===== config.mk =====
export PLATFORM = sky130hd
export DESIGN_NAME = pulse_shaper
export DESIGN_NICKNAME = d
export VERILOG_FILES = /design/src/rtl/pulse_shaper.sv
export SDC_FILE = /design/constraint.sdc
export NUM_CORES = 1
export LEC_CHECK = 0
export CAP_MARGIN = 5
export CORE_MARGIN = 3
export CORE_UTILIZATION = 35
export DETAILED_ROUTE_END_ITERATION = 10
export PLACE_DENSITY_LB_ADDON = 0.15
export SETUP_SLACK_MARGIN = 0.02
export SLEW_MARGIN = 20
export SYNTH_ARGS = -nofsm -noshare
export SYNTH_HDL_FRONTEND = slang
export SYNTH_SLANG_ARGS = --single-unit

===== constraint.sdc =====
create_clock -name i_clk -period 2.5 [get_ports i_clk]
set_clock_uncertainty 0.1 [all_clocks]
set_input_delay 0.5 -clock i_clk [delete_from_list [all_inputs] [get_ports i_clk]]
set_output_delay 0.5 -clock i_clk [all_outputs]
set_load 0.05 [all_outputs]

===== src/rtl/pulse_shaper.sv =====
// Minimum-hold pulse shaper: follows i_level but keeps every new o_out level
// for at least p_MIN_HIGH / p_MIN_LOW cycles, absorbing shorter request pulses.
module pulse_shaper #(
    parameter int p_MIN_HIGH = 5,
    parameter int p_MIN_LOW  = 5
) (
    input  logic        i_clk,
    input  logic        i_rst,
    input  logic        i_level,
    output logic        o_out,
    output logic        o_edge,
    output logic        o_busy,
    output logic        o_pending,
    output logic [15:0] o_toggles
);
    localparam int MAX_HOLD = (p_MIN_HIGH > p_MIN_LOW) ? p_MIN_HIGH : p_MIN_LOW;
    localparam int CW       = $clog2(MAX_HOLD + 1);

    localparam logic [CW-1:0] MIN_HIGH = CW'(p_MIN_HIGH);
    localparam logic [CW-1:0] MIN_LOW  = CW'(p_MIN_LOW);
    localparam logic [CW-1:0] ONE      = CW'(1);

    typedef enum logic [1:0] {
        IDLE_LOW  = 2'd0,
        HOLD_LOW  = 2'd1,
        HOLD_HIGH = 2'd2,
        IDLE_HIGH = 2'd3
    } state_t;

    state_t        state_q   = IDLE_LOW;
    state_t        state_d;
    logic [CW-1:0] cnt_q     = '0;
    logic [CW-1:0] cnt_d;
    logic          edge_q    = 1'b0;
    logic          edge_d;
    logic [15:0]   toggles_q = '0;

    // Only the level seen on the expiring cycle matters; earlier requests are dropped.
    always_comb begin
        state_d = state_q;
        cnt_d   = cnt_q;
        edge_d  = 1'b0;
        case (state_q)
            IDLE_LOW: begin
                if (i_level) begin
                    state_d = HOLD_HIGH;
                    cnt_d   = ONE;
                    edge_d  = 1'b1;
                end
            end
            IDLE_HIGH: begin
                if (!i_level) begin
                    state_d = HOLD_LOW;
                    cnt_d   = ONE;
                    edge_d  = 1'b1;
                end
            end
            HOLD_HIGH: begin
                if (cnt_q < MIN_HIGH) begin
                    cnt_d = cnt_q + ONE;
                end else if (!i_level) begin
                    state_d = HOLD_LOW;
                    cnt_d   = ONE;
                    edge_d  = 1'b1;
                end else begin
                    state_d = IDLE_HIGH;
                    cnt_d   = '0;
                end
            end
            HOLD_LOW: begin
                if (cnt_q < MIN_LOW) begin
                    cnt_d = cnt_q + ONE;
                end else if (i_level) begin
                    state_d = HOLD_HIGH;
                    cnt_d   = ONE;
                    edge_d  = 1'b1;
                end else begin
                    state_d = IDLE_LOW;
                    cnt_d   = '0;
                end
            end
            default: begin
                state_d = IDLE_LOW;
                cnt_d   = '0;
            end
        endcase
    end

    always_ff @(posedge i_clk) begin
        if (i_rst) begin
            state_q   <= IDLE_LOW;
            cnt_q     <= '0;
            edge_q    <= 1'b0;
            toggles_q <= '0;
        end else begin
            state_q <= state_d;
            cnt_q   <= cnt_d;
            edge_q  <= edge_d;
            if (edge_d) toggles_q <= toggles_q + 16'd1;
        end
    end

    assign o_out     = (state_q == HOLD_HIGH) || (state_q == IDLE_HIGH);
    assign o_busy    = (state_q == HOLD_HIGH) || (state_q == HOLD_LOW);
    assign o_edge    = edge_q;
    assign o_pending = o_busy && (i_level != o_out);
    assign o_toggles = toggles_q;

endmodule


==> results by group <==
Floorplanning
  • Initial Util: between 30% and 40%
  • Core area: around 0.0032 mm²
  • Io pins: 23
  • Die Y: 65.0 µm
  • Site Rows: 20
  • Die ar.: around 0.0042 mm²
  • Die Width: ~65 µm

Global routing
  • GR Overflow Total: 0
  • Largest net degree at the start of global routing: 23
  • First-pass GRT wire length: ~4500 µm
  • Initial antenna violation count: 0
  • GRT Total Usage: approximately an eighth
  • Number of global-route vias before repair: about 990

Setup path
  • CP max FO: 5
  • Worst setup EP type: output port
  • Top delay family on crit path: flip-flops
  • Critical path's largest stage delay: just over 400 ps
  • Worst Path Required: between 1500 and 2000 ps
  • Crit path max-delay cell type: dfxtp_1
  • Kind of critical path: flop to output port
  • Critical Path Start Type: flop
  • Worst Path Arrival: about 1700 ps
  • Worst path buffer plus inverter count: 2
  • CP Cell Sequence: inv_1, ha_1, nor2_4, xnor2_1, and2_1, buf_12

Final layout
  • Final std cells w/o fill: about 200
  • Most frequent cells in the layout: 21 x dfxtp_1, 19 x clkdlybuf4s50_1, 17 x a21oi_1
  • Layout Utilization: roughly half
  • Filler cells: 300
  • Area grow syn2layout: 28.1%
  • Multi-input gate area: approximately 730 µm²
  • Layout cells sized above 1: 14.8%
  • Final nets: between 150 and 200
  • Register area: approximately 440 µm²
  • Final Cell Area: between 0.0015 and 0.002 mm²
  • ANT cells: 0
  • Commonest non-fill, non-tap cell in the layout: dfxtp_1

Clock network
  • Clk buf depth: 2
  • H-Tree Depth: 1
  • Clock slew at reported path FFs: 120 ps
  • Hold Buf Count CTS: 0
  • CTS buffer count: 3
  • Clock Sink Count: 22
  • Clock latency on the worst-skew pair: approximately 300 ps
  • CTS tree: built
  • Clock root buffer: clkbuf_4

Route
  • Post-route DRC: 0
  • DR vias/cell: 5.34
  • DR vias: 1,101
  • Routed WL: 2610 µm
  • DRT Pass-1 Iters: 4
  • Antenna viol nets, final: 0
  • Starting DRT DRC Count: 60
  • Avg WL per Cell: between 10 and 15 µm

Logic synthesis
  • #FFs+latches synth: 22
  • Synth cell types: 39
  • Syn avg cell area: roughly 8.8 µm²
  • Cell area after synthesis: 0.00122 mm²
  • Register area share after synthesis: around 36%
  • Synthesized netlist net count: 149
  • Post-synthesis cell count: 138
  • Yosys warns: 0

STA
  • Crit path time final: 2300 ps
  • Slew margin rel.: about two thirds
  • Unrepaired setup endpoints after global routing: true
  • FMAX: approximately 0.44 GHz
  • Final hold violation count: 0
  • Final period util: approximately 92%
  • Final Setup Violations: 0
  • Slew Viols, Final: 0
  • Setup TNS Final: 0 ps
  • Least-Margin Pin Slew: approximately 510 ps

Power
  • Max VDD drop: roughly 330 µV
  • Comb pwr share: a little over two fifths
  • Sw Share: between 30% and 40%
  • Internal: 0.651 mW
  • Lkg Pwr: 0.545 nW
  • Pwr per Cell Area: about 680 mW/mm²
  • Switching pwr: about 0.42 mW
  • Clk pwr share: a little under a fifth
  • Seq pwr share: a little under two fifths

Outcome
  • Status: completed

Hold path
  • HP Class: flop to flop

Placed design
  • Dpl cells: 202
  • RePlAce Congestion: 0.718
  • Post-DP Area: ~0.0015 mm²
  • DPL Wire Length: 1890 µm
  • Port buffer count: 22

Job
  • Max-Cap Viols: 0
worst paths after layout:
check / end / cells past startpoint / slack (ps) / startpoint
worst max register to register: o_toggles[11] / 8 / 220 / state_q[1]
worst max-delay path: o_pending / 6 / 200 / state_q[0]
worst min register to register: o_toggles[15] / 2 / 400 / o_toggles[15]
worst min-delay path: o_toggles[15] / 2 / 400 / o_toggles[15]
kinds of logic (layout without fill, tap and decap cells):
family | count (synthesis) | after routing | synth area share, %
multiplexers | 5 | 5 | 4.42
AND/OR/NAND/NOR | 48 | 48 | 24.6
flip-flops | 22 | 22 | 36.2
AO/OA/AOI/OAI | 40 | 40 | 20.0
adder cells (fa/ha/maj) | 8 | 8 | 8.22
XOR/XNOR | 2 | 2 | 1.44
buffers and inverters | 13 | 37 | 5.14
stage by stage:
step | worst slack (ps) | hold WS (ps) | total power [mW]
5_1_grt | 20.1 | 408 | 1.15
6_report | 203 | 396 | 1.07
3_5_place_dp | -48.2 | 381 | 0.869
2_1_floorplan | 177 | 386 | 0.721
4_1_cts | 95.2 | 398 | 1.07
3_3_place_gp | -34.6 | 365 | 0.867
flip-flops by register name (all words and copies together), names as in the netlist:
| signal | count |
|---|---|
| state_q | 2 |
| o_edge | 1 |
| o_toggles | 16 |
| cnt_q | 3 |
synth_stat cells (all sizes together):
master	n	share of area [%]
o31ai	7	4.3
xnor2	1	0.72
buf	3	2.0
nor2	9	2.8
nand2	5	1.5
nand4	3	2.8
and4	2	1.6
o21ai	8	3.3
nor3	2	0.82
xor2	1	0.72
nand3	6	2.5
o21a	1	0.62
or3	5	2.7
nor2b	1	0.51
ha	8	8.2
mux2	3	2.8
nor4	1	0.51
a21oi	17	7.0
o31a	1	0.72
or2	1	0.51
a211oi	2	1.2
a21boi	1	0.62
or4	8	4.9
clkbuf	4	1.3
o21ba	1	0.82
and2	2	1.0
nor4b	1	0.72
inv	6	1.8
nor3b	2	1.6
a221oi	2	1.4
mux2i	2	1.6
dfxtp	22	36
tightest hold or removal path, stage by stage (launching register included):
cell and delay (ps):
dfxtp_1 340, o31ai_1 70, a21oi_1 50
power by group through the flow:
| stage | logic [mW] | registers, mW | clock network [mW] |
|---|---|---|---|
| 2_1_floorplan | 0.277 | 0.444 | 0 |
| 3_3_place_gp | 0.457 | 0.410 | 0 |
| 3_5_place_dp | 0.457 | 0.413 | 0 |
| 4_1_cts | 0.460 | 0.405 | 0.206 |
| 5_1_grt | 0.512 | 0.413 | 0.225 |
| 6_report | 0.466 | 0.406 | 0.196 |
timing repair:
item	4_1_cts	5_1_grt
gates resized for setup	0	3
setup endpoints to repair	0	5
buffers inserted	0	0
area by class of cell:
class                           count  area share [%]
Inverter                            6            1.44
Tap cell                           44            3.53
Clock buffer                        4            2.33
Timing Repair Buffer               27            17.7
Multi-Input combinational cell    103            46.7
Sequential cell                    22            28.3
routing by layer:
metal  up-vias  global-route usage, %  part of all wire (%)
met5         -                      0                     0
met4         0                   1.85                     0
met3         0                   4.51                   4.6
met2        27                   20.8                    46
met1       510                   17.7                    49
li1        564                      -                     -
No activity file was read; power rests on OpenSTA's default activity.
